$ cat config.mk
export PLATFORM = sky130hd
export DESIGN_NAME = nic_cpu_responder
export DESIGN_NICKNAME = d
export VERILOG_FILES = /design/src/rtl/nic_cpu_responder.sv
export SDC_FILE = /design/constraint.sdc
export NUM_CORES = 1
export LEC_CHECK = 0
export ABC_CLOCK_PERIOD_IN_PS = 13550
export CORE_MARGIN = 5
export CORE_UTILIZATION = 52
export DETAILED_ROUTE_END_ITERATION = 16
export PLACE_DENSITY = 0.85
export SLEW_MARGIN = 15
export SYNTH_ARGS = -nofsm -noshare
export SYNTH_HDL_FRONTEND = slang
export SYNTH_SLANG_ARGS = --single-unit
$ cat constraint.sdc
create_clock -name clk -period 13.55 [get_ports clk]
set_input_delay 3.3875 -clock clk [delete_from_list [all_inputs] [get_ports clk]]
set_output_delay 3.3875 -clock clk [all_outputs]
set_load 0.02 [all_outputs]
$ cat src/rtl/nic_cpu_responder.sv
// NIC between the CPU's NIC bus and a mesh router port, with one FIFO per direction.
// Optional macro NIC_POLARITY_EN gates injection on the head packet's VC bit matching net_polarity.

module nic_fifo #(
  parameter int DW    = 64,
  parameter int DEPTH = 2
) (
  input  logic          clk,
  input  logic          reset,
  input  logic          push,
  input  logic          pop,
  input  logic [0:DW-1] din,
  output logic [0:DW-1] head,
  output logic          full,
  output logic          empty
);
  localparam int PW = $clog2(DEPTH);

  logic [PW-1:0] wr_ptr_q, wr_ptr_d;
  logic [PW-1:0] rd_ptr_q, rd_ptr_d;
  logic [PW:0]   count_q, count_d;
  logic [0:DW-1] mem_q [DEPTH];
  logic          push_ok, pop_ok;

  assign full    = (count_q == DEPTH[PW:0]);
  assign empty   = (count_q == '0);
  assign head    = mem_q[rd_ptr_q];
  // Both guards look only at registered state, so a push while full stays refused
  // even when a pop happens in the same cycle.
  assign push_ok = push & !full;
  assign pop_ok  = pop & !empty;

  always_comb begin
    wr_ptr_d = wr_ptr_q;
    rd_ptr_d = rd_ptr_q;
    count_d  = count_q;
    if (push_ok) wr_ptr_d = wr_ptr_q + 1'b1;
    if (pop_ok)  rd_ptr_d = rd_ptr_q + 1'b1;
    case ({push_ok, pop_ok})
      2'b10:   count_d = count_q + 1'b1;
      2'b01:   count_d = count_q - 1'b1;
      default: count_d = count_q;
    endcase
  end

  always_ff @(posedge clk) begin
    if (!reset) begin
      wr_ptr_q <= '0;
      rd_ptr_q <= '0;
      count_q  <= '0;
    end else begin
      wr_ptr_q <= wr_ptr_d;
      rd_ptr_q <= rd_ptr_d;
      count_q  <= count_d;
    end
  end

  always_ff @(posedge clk) begin
    if (reset && push_ok) mem_q[wr_ptr_q] <= din;
  end
endmodule

module nic_cpu_responder #(
  parameter int DATA_WIDTH = 64,
  parameter int DEPTH      = 2
) (
  input  logic                  clk,
  input  logic                  reset,
  input  logic [0:1]            addr,
  input  logic [0:DATA_WIDTH-1] d_in,
  output logic [0:DATA_WIDTH-1] d_out,
  input  logic                  nicEn,
  input  logic                  nicWrEn,
  input  logic                  net_si,
  output logic                  net_ri,
  input  logic [0:DATA_WIDTH-1] net_di,
  output logic                  net_so,
  input  logic                  net_ro,
  output logic [0:DATA_WIDTH-1] net_do,
  input  logic                  net_polarity
);
  logic                  in_full, in_empty, in_pop, in_push;
  logic                  out_full, out_empty, out_pop, out_push;
  logic [0:DATA_WIDTH-1] in_head, out_head;
  logic                  cpu_rd, cpu_wr, head_ok;

  assign cpu_rd   = nicEn & !nicWrEn;
  assign cpu_wr   = nicEn & nicWrEn;
  assign in_pop   = cpu_rd & (addr == 2'b00);
  assign out_push = cpu_wr & (addr == 2'b10);

  assign net_ri   = reset & !in_full;
  assign in_push  = net_si & net_ri;

`ifdef NIC_POLARITY_EN
  // Bit 0 is the VC bit; a mismatched head blocks everything behind it.
  assign head_ok  = (out_head[0] == net_polarity);
`else
  logic unused_polarity;
  assign unused_polarity = net_polarity;
  assign head_ok  = 1'b1;
`endif

  assign net_so   = reset & !out_empty & head_ok;
  assign net_do   = net_so ? out_head : '0;
  assign out_pop  = net_so & net_ro;

  always_comb begin
    d_out = '0;
    if (reset && cpu_rd) begin
      case (addr)
        2'b00:   d_out = in_empty ? '0 : in_head;
        2'b01:   d_out = {{(DATA_WIDTH-1){1'b0}}, !in_empty};
        2'b11:   d_out = {{(DATA_WIDTH-1){1'b0}}, out_full};
        default: d_out = '0;
      endcase
    end
  end

  nic_fifo #(.DW(DATA_WIDTH), .DEPTH(DEPTH)) u_in_fifo (
    .clk   (clk),
    .reset (reset),
    .push  (in_push),
    .pop   (in_pop),
    .din   (net_di),
    .head  (in_head),
    .full  (in_full),
    .empty (in_empty)
  );

  nic_fifo #(.DW(DATA_WIDTH), .DEPTH(DEPTH)) u_out_fifo (
    .clk   (clk),
    .reset (reset),
    .push  (out_push),
    .pop   (out_pop),
    .din   (d_in),
    .head  (out_head),
    .full  (out_full),
    .empty (out_empty)
  );
endmodule

==> out/metrics.cfg, run 1 <==
[grt]
gr_met2_demand_resource_pct = 31.18
groute.usage.overall_pct = 18.91
maximum_number_of_pins_on_one_net_before_global_route_repair = 66
number_of_antenna_violations_at_the_first_check_in_global_routing = 0
global_route.overflow_total = 0
met1_usage_pct = 22.39
grt_pass1_wl_um = 33000
grt_peak_use_layer = met2
grt_use_met3_pct = 8.843
grt_pass1_vias = 6199

[setup_path]
critical_path_required_ns = 10.16
worst_setup_path_startpoint = reset
cp.arrival_ns = 6.01
r2r_start = u_out_fifo.count_q[1]
cp-end-kind = primary output
worst-path-max-fanout = 63
worstSetupPathType = input pin to primary output
critical_path.startpoint_type = input pin
crit_end = d_out[19]
rrSetupSlack_ns = 11.20
timing.rr.end = u_out_fifo.count_q[1]
rr_worst_depth = 7

[layout]
area_growth_from_synthesis_to_layout_pct = 36.42
fin_nets = 1009
diodes = 0
layout_common_cells = sky130_fd_sc_hd__clkdlybuf4s50_1 (265), sky130_fd_sc_hd__edfxtp_1 (256), sky130_fd_sc_hd__mux2i_1 (131)
layout.cells.most_common = sky130_fd_sc_hd__clkdlybuf4s50_1
final_layout_size_suffix_gt1_share_pct = 5.411

[power]
sw_frac_of_total_pct = 19.30
power_density_nw_per_um2 = 124.7
total_switching_power_uw = 333.8
power.share.sequential_pct = 54.2
combPwrFrac_pct = 5.8
cell_internal_pwr_mw = 1.396
clockPowerShare_pct = 40.0
leakage_nw = 4.371
peakVddDrop_uv = 107.5

[sta]
tightest_slew_ns = 1.113
finalWorstSetupSlack_ns = 4.150
final.min_clock_period_ns = 9.400
post-route-period-util_pct = 69.37
clock_skew_ns = 0.01110
setup-violations-final = 0
max_clock_freq_ghz = 0.1064
timing.setup.tns_ns = 0
report.final.hold_viol_count = 0
drv_slew = 0
rsz0062_at_grt = false
maxSlewHeadroom_pct = 25.83

[drt]
routed_via_density = 5.094
finalWirelength_um = 21930
route.vias.total = 5868
drc_violation_count_after_routing = 0
wirelength_per_cell_um = 19.04
drt-initial-drc-count = 296
detail_route.first_pass.iterations = 4
remaining_antenna_violation_count_after_routing = 0

[floorplan]
chipWidth_um = 149.8
io_pins = 267
start_util_pct = 52.59
placementRows = 51
placeableCoreArea_um2 = 19330
area_of_the_die_um2 = 22450
vertical_die_dimension_um = 149.8

[synth]
yosys_register_bits = 266
avgSynthCellArea_um2 = 16.92
synth_nets = 740
netlist_instances = 601
synth_seq_area_share_pct = 77.57
synth_warnings = 0
post_synth_instance_area_um2 = 10170
unique_masters_post_synth = 31

[clock_tree]
cts_post_setup_buffers_inserted = 0
cts_num_sinks = 266
htree_num_levels = 1
ctsResizeCount = 0
cts_inserted_buffers = 26
cts_hold_buffers = 0
path_clk_slew_ns = 0.06
cts_tree = yes
number_of_buffers_between_clock_root_and_the_deepest_sink = 3
clockRootBuffer = sky130_fd_sc_hd__clkbuf_16
worstSkewPairLatency_ns = 0.52

[placed_design]
detail_placement_hpwl_um = 14200
dp_worst_setup_slack_ns = 4.166
routabilityCongestion = 0.7525
port_buffers = 265

[worst_hold_path]
hold_class = register to register

[job]
count_of_maximum_capacitance_violations = 0

[run_status]
status = completed

==> routing by layer <==
layer | routed length, µm | vias up
li1 | - | 2760
met1 | 8203 | 2804
met2 | 10330 | 265
met3 | 2915 | 39
met4 | 477 | 0
met5 | 0 | -
==> worst min-delay path by stage <==
| stage | from | endpoint | cells past startpoint |
|---|---|---|---|
| global placement | u_out_fifo.rd_ptr_q | register | 1 |
| CTS | u_in_fifo.rd_ptr_q | register | 2 |
| floorplan | u_out_fifo.rd_ptr_q | register | 1 |
| global route | u_out_fifo.wr_ptr_q | u_out_fifo.wr_ptr_q | 2 |
| finish | u_in_fifo.rd_ptr_q | register | 2 |
| detailed placement | u_in_fifo.rd_ptr_q | register | 2 |
==> sequential cells by signal, summed over array words and instances, names as in the netlist, named ones only <==
name                 count
u_in_fifo.mem_q        128
u_out_fifo.mem_q       128
u_in_fifo.count_q        2
u_out_fifo.count_q       2
u_in_fifo.rd_ptr_q       1
u_in_fifo.wr_ptr_q       1
u_out_fifo.rd_ptr_q      1
u_out_fifo.wr_ptr_q      1
==> power by group through the flow <==
stage / logic [mW] / registers (mW) / clock network [mW]
2_1_floorplan: 0.0427 / 0.948 / 0
3_3_place_gp: 0.0976 / 0.953 / 0
3_5_place_dp: 0.102 / 0.954 / 0
4_1_cts: 0.102 / 0.937 / 0.708
5_1_grt: 0.109 / 0.938 / 0.746
6_report: 0.101 / 0.937 / 0.692
==> area by class of cell <==
type	count	area [µm²]
Clock buffer	39	740.7
Inverter	5	18.77
Sequential cell	266	7895
Multi-Input combinational cell	301	2115
Timing Repair Buffer	270	2690
Fill cell	1176	5463
Clock inverter	6	81.33
Tap cell	265	331.6
==> critical path, stage by stage <==
cell and delay (ns):
sky130_fd_sc_hd__clkdlybuf4s50_1 0.80, sky130_fd_sc_hd__nand3_4 0.67, sky130_fd_sc_hd__nor2_1 0.42, sky130_fd_sc_hd__clkdlybuf4s50_1 0.66
==> cells in the mapped netlist <==
cell	instances	share of area, %
sky130_fd_sc_hd__inv_1	5	0.18
sky130_fd_sc_hd__o211ai_1	1	0.074
sky130_fd_sc_hd__o21ai_0	4	0.20
sky130_fd_sc_hd__nand3b_1	1	0.074
sky130_fd_sc_hd__nand2_1	6	0.22
sky130_fd_sc_hd__or2_2	1	0.062
sky130_fd_sc_hd__clkbuf_1	2	0.074
sky130_fd_sc_hd__edfxtp_1	256	76
sky130_fd_sc_hd__buf_2	21	1.0
sky130_fd_sc_hd__ha_1	2	0.25
sky130_fd_sc_hd__nor2_1	131	4.8
sky130_fd_sc_hd__nor2b_1	2	0.12
sky130_fd_sc_hd__mux2i_1	131	13
sky130_fd_sc_hd__nand4b_1	1	0.086
sky130_fd_sc_hd__and3_1	1	0.062
sky130_fd_sc_hd__and2_1	2	0.12
sky130_fd_sc_hd__nor4b_4	1	0.23
sky130_fd_sc_hd__nor3_1	2	0.098
sky130_fd_sc_hd__xor2_1	2	0.17
sky130_fd_sc_hd__or3_1	2	0.12
sky130_fd_sc_hd__dfxtp_1	10	2.0
sky130_fd_sc_hd__a21oi_1	2	0.098
sky130_fd_sc_hd__nand4_1	1	0.062
sky130_fd_sc_hd__xnor2_1	2	0.17
sky130_fd_sc_hd__o21ai_1	1	0.049
sky130_fd_sc_hd__buf_6	6	0.66
sky130_fd_sc_hd__nand3_4	1	0.17
sky130_fd_sc_hd__a211oi_1	1	0.074
sky130_fd_sc_hd__nand2b_1	1	0.062
sky130_fd_sc_hd__a2bb2oi_1	1	0.086
sky130_fd_sc_hd__o21a_1	1	0.074
==> logic make-up (layout without fill, tap and decap cells) <==
| group | count (synthesis) | after routing | share of synthesized area [%] |
|---|---|---|---|
| DFF | 266 | 266 | 77.57 |
| adders and majority gates | 2 | 2 | 0.2461 |
| buffers and inverters | 34 | 320 | 1.956 |
| AOI/OAI and AO/OA | 11 | 11 | 0.6522 |
| and+or+nand+nor | 153 | 153 | 6.337 |
| xor gates and xnor gates | 4 | 4 | 0.3446 |
| muxes | 131 | 131 | 12.90 |
==> through the flow <==
| stage | hold WS (ns) | util (%) | instances | area [µm²] | power (mW) |
|---|---|---|---|---|---|
| after CTS | 0.4628 | 71.75 | 1152 | 13870 | 1.748 |
| after floorplan | 0.4366 | - | 601 | 10170 | 0.9911 |
| after global placement | 0.4373 | 67.50 | 1107 | 13050 | 1.050 |
| after detailed placement | 0.4530 | 67.50 | 1107 | 13050 | 1.056 |
| final | 0.4614 | 71.75 | 1152 | 13870 | 1.730 |
| after global routing | 0.4856 | 71.75 | 1152 | 13870 | 1.793 |
Note: power is estimated with default switching activity, not from simulation.
==> run 2: changes to the inputs <==
ABC_CLOCK_PERIOD_IN_PS = 9200   (was 13550)
CORE_UTILIZATION = 49   (was 52)
PLACE_DENSITY = 0.8   (was 0.85)
clock period = 9.2 ns   (was 13.55 ns; I/O delays follow)
==> run 2 against run 1 <==
Compared with the run above:
- via count is 2.5% higher
- sequential power is 46% higher
- sequential share of layout area is 0.11 points lower
- largest cell class unchanged
- critical endpoint is now d_out[61]
- clock power is 47% higher
- worst hold slack better by 0.0021 ns
- combinational power is 57% higher
==> out/metrics.cfg, run 2 (same netlist as run 1, synthesis figures left out) <==
[floorplan]
chipWidth_um = 154.1  ; was 149.8 µm
area_of_the_die_um2 = 23730  ; was 22450 µm²
placementRows = 52  ; was 51
io_pins = 267  ; unchanged
vertical_die_dimension_um = 154.1  ; was 149.8 µm
start_util_pct = 49.93  ; was 52.59%
placeableCoreArea_um2 = 20360  ; was 19330 µm²

[setup_path]
rrSetupSlack_ns = 7.02  ; was 11.20 ns
critical_path_required_ns = 6.90  ; was 10.16 ns
worstSetupPathType = input pin to primary output  ; unchanged
cp.buffers_inverters = 2  ; unchanged
timing.critical_path.cells = clkdlybuf4s50_1, nand3_4, nor2_1, clkdlybuf4s50_1  ; unchanged
critical-path-top-delay-family = buffers and inverters  ; unchanged
timing.rr.end = u_out_fifo.mem_q[1][49]  ; was u_out_fifo.count_q[1]
cp_slowest_stage_delay_ns = 0.81  ; was 0.80 ns
slowest_stage = sky130_fd_sc_hd__clkdlybuf4s50_1  ; unchanged
r2r_start = u_out_fifo.count_q[0]  ; was u_out_fifo.count_q[1]
most_common_cell_on_crit_path = sky130_fd_sc_hd__clkdlybuf4s50_1  ; unchanged
critical_path.startpoint_type = input pin  ; unchanged
rr_worst_depth = 4  ; was 7
cp.arrival_ns = 4.88  ; was 6.01 ns
cp-end-kind = primary output  ; unchanged
worst-path-max-fanout = 63  ; unchanged

[layout]
area_growth_from_synthesis_to_layout_pct = 36.68  ; was 36.42%
layout.cells.most_common = sky130_fd_sc_hd__clkdlybuf4s50_1  ; unchanged
final_util_pct = 68.25  ; was 71.75%
final-instance-count-excl-fill = 1162  ; was 1152
top_regs = u_in_fifo.mem_q x128, u_out_fifo.mem_q x128  ; unchanged
layout_common_cells = sky130_fd_sc_hd__clkdlybuf4s50_1 (265), sky130_fd_sc_hd__edfxtp_1 (256), sky130_fd_sc_hd__mux2i_1 (131)  ; unchanged
fin_nets = 1012  ; was 1009
fillCellCount = 1372  ; was 1176
postLayoutCellArea_um2 = 13900  ; was 13870 µm²
final_layout_size_suffix_gt1_share_pct = 6.166  ; was 5.411%
diodes = 0  ; unchanged

[power]
peakVddDrop_uv = 182.8  ; was 107.5 µV
power.total_mw = 2.553  ; was 1.730 mW
power_density_nw_per_um2 = 183.7  ; was 124.7 nW/µm²
leakage_nw = 4.387  ; was 4.371 nW

[drt]
routed_via_density = 5.174  ; was 5.094
drc_violation_count_after_routing = 0  ; unchanged
route.vias.total = 6012  ; was 5868
detail_route.first_pass.iterations = 5  ; was 4
drt-initial-drc-count = 501  ; was 296
wirelength_per_cell_um = 19.62  ; was 19.04 µm
finalWirelength_um = 22800  ; was 21930 µm
remaining_antenna_violation_count_after_routing = 0  ; unchanged

[sta]
hold_slack_ns = 0.4636  ; was 0.4614 ns
finalWorstSetupSlack_ns = 2.021  ; was 4.150 ns
tightest_slew_ns = 1.023  ; was 1.113 ns
clock_skew_ns = 0.01440  ; was 0.01110 ns
drv_slew = 0  ; unchanged
rsz0062_at_grt = false  ; unchanged
report.final.hold_viol_count = 0  ; unchanged
max_clock_freq_ghz = 0.1393
timing.setup.tns_ns = 0  ; unchanged
final.min_clock_period_ns = 7.179
post-route-period-util_pct = 78.04
maxSlewHeadroom_pct = 31.83  ; was 25.83%
setup-violations-final = 0  ; unchanged

[worst_hold_path]
hp-start = u_out_fifo.rd_ptr_q  ; was u_in_fifo.rd_ptr_q
hold_class = register to register  ; unchanged
timing.hold.worst_path_depth = 1  ; was 2

[grt]
global_route.overflow_total = 0  ; unchanged
grt_pass1_wl_um = 34200  ; was 33000 µm
grt_pass1_vias = 6181  ; was 6199
groute.usage.overall_pct = 18.32  ; was 18.91%
number_of_antenna_violations_at_the_first_check_in_global_routing = 0  ; unchanged
maximum_number_of_pins_on_one_net_before_global_route_repair = 65  ; was 66

[placed_design]
port_buffers = 265  ; unchanged
dp_worst_setup_slack_ns = 2.018  ; was 4.166 ns
number_of_instances_in_the_placed_design = 1114  ; was 1107
detail_placement_hpwl_um = 14600  ; was 14200 µm
placed_cell_area_um2 = 13070  ; was 13050 µm²
routabilityCongestion = 0.8000  ; was 0.7525

[clock_tree]
cts_inserted_buffers = 27  ; was 26
cts_num_sinks = 266  ; unchanged
clockRootBuffer = sky130_fd_sc_hd__clkbuf_16  ; unchanged
cts_post_setup_buffers_inserted = 0  ; unchanged
cts_tree = yes  ; unchanged
number_of_buffers_between_clock_root_and_the_deepest_sink = 3  ; unchanged
cts_hold_buffers = 0  ; unchanged
ctsResizeCount = 0  ; unchanged
worstSkewPairLatency_ns = 0.52  ; about the same
htree_num_levels = 1  ; unchanged
path_clk_slew_ns = 0.06  ; about the same

[run_status]
status = completed  ; unchanged

[job]
count_of_maximum_capacitance_violations = 0  ; unchanged

run 2: cell types whose count changed in the layout (fill, tap and decap cells not counted), moves of 2 or more:
cell | before | now
sky130_fd_sc_hd__clkinv_2 | 1 | 6
sky130_fd_sc_hd__buf_4 | 5 | 7
sky130_fd_sc_hd__clkinv_1 | 2 | 5
sky130_fd_sc_hd__clkbuf_1 | 10 | 5
sky130_fd_sc_hd__clkinvlp_4 | 0 | 2
sky130_fd_sc_hd__clkbuf_8 | 2 | 0
run 2: final cells by class:
type,instances,area [µm²],area share [%]
Clock buffer,32,694.4,4.996
Timing Repair Buffer,272,2705,19.46
Sequential cell,266,7895,56.81
Tap cell,270,337.8,2.431
Multi-Input combinational cell,301,2115,15.21
Clock inverter,16,132.6,0.9543
Inverter,5,18.77,0.1350
run 2: how the worst max path moves through the flow:
stage                        endpoint     from  cells after the start  slack, ns
2_1_floorplan  u_out_fifo.mem_q[1][0]  addr[0]                      3       1.65
3_3_place_gp                d_out[10]    reset                      4       2.00
3_5_place_dp                 d_out[5]    reset                      4       2.02
4_1_cts                     d_out[61]    reset                      4       2.00
5_1_grt                      d_out[6]    reset                      4       1.84
6_report                    d_out[61]    reset                      4       2.02
run 2: routing by layer:
layer	GRT usage, %	up-vias	routed length [µm]
met3	7.841	27	2777
met1	22.24	2931	8666
met2	30.82	277	11040
li1	-	2777	-
met5	0	-	0
met4	3.785	0	310
run 2: report_power, final:
part | leakage (nW) | switching [mW] | internal [mW]
clock | 0.403 | 0.428 | 0.593
sequential | 2.41 | 0.0104 | 1.36
combinational | 1.57 | 0.0734 | 0.0855
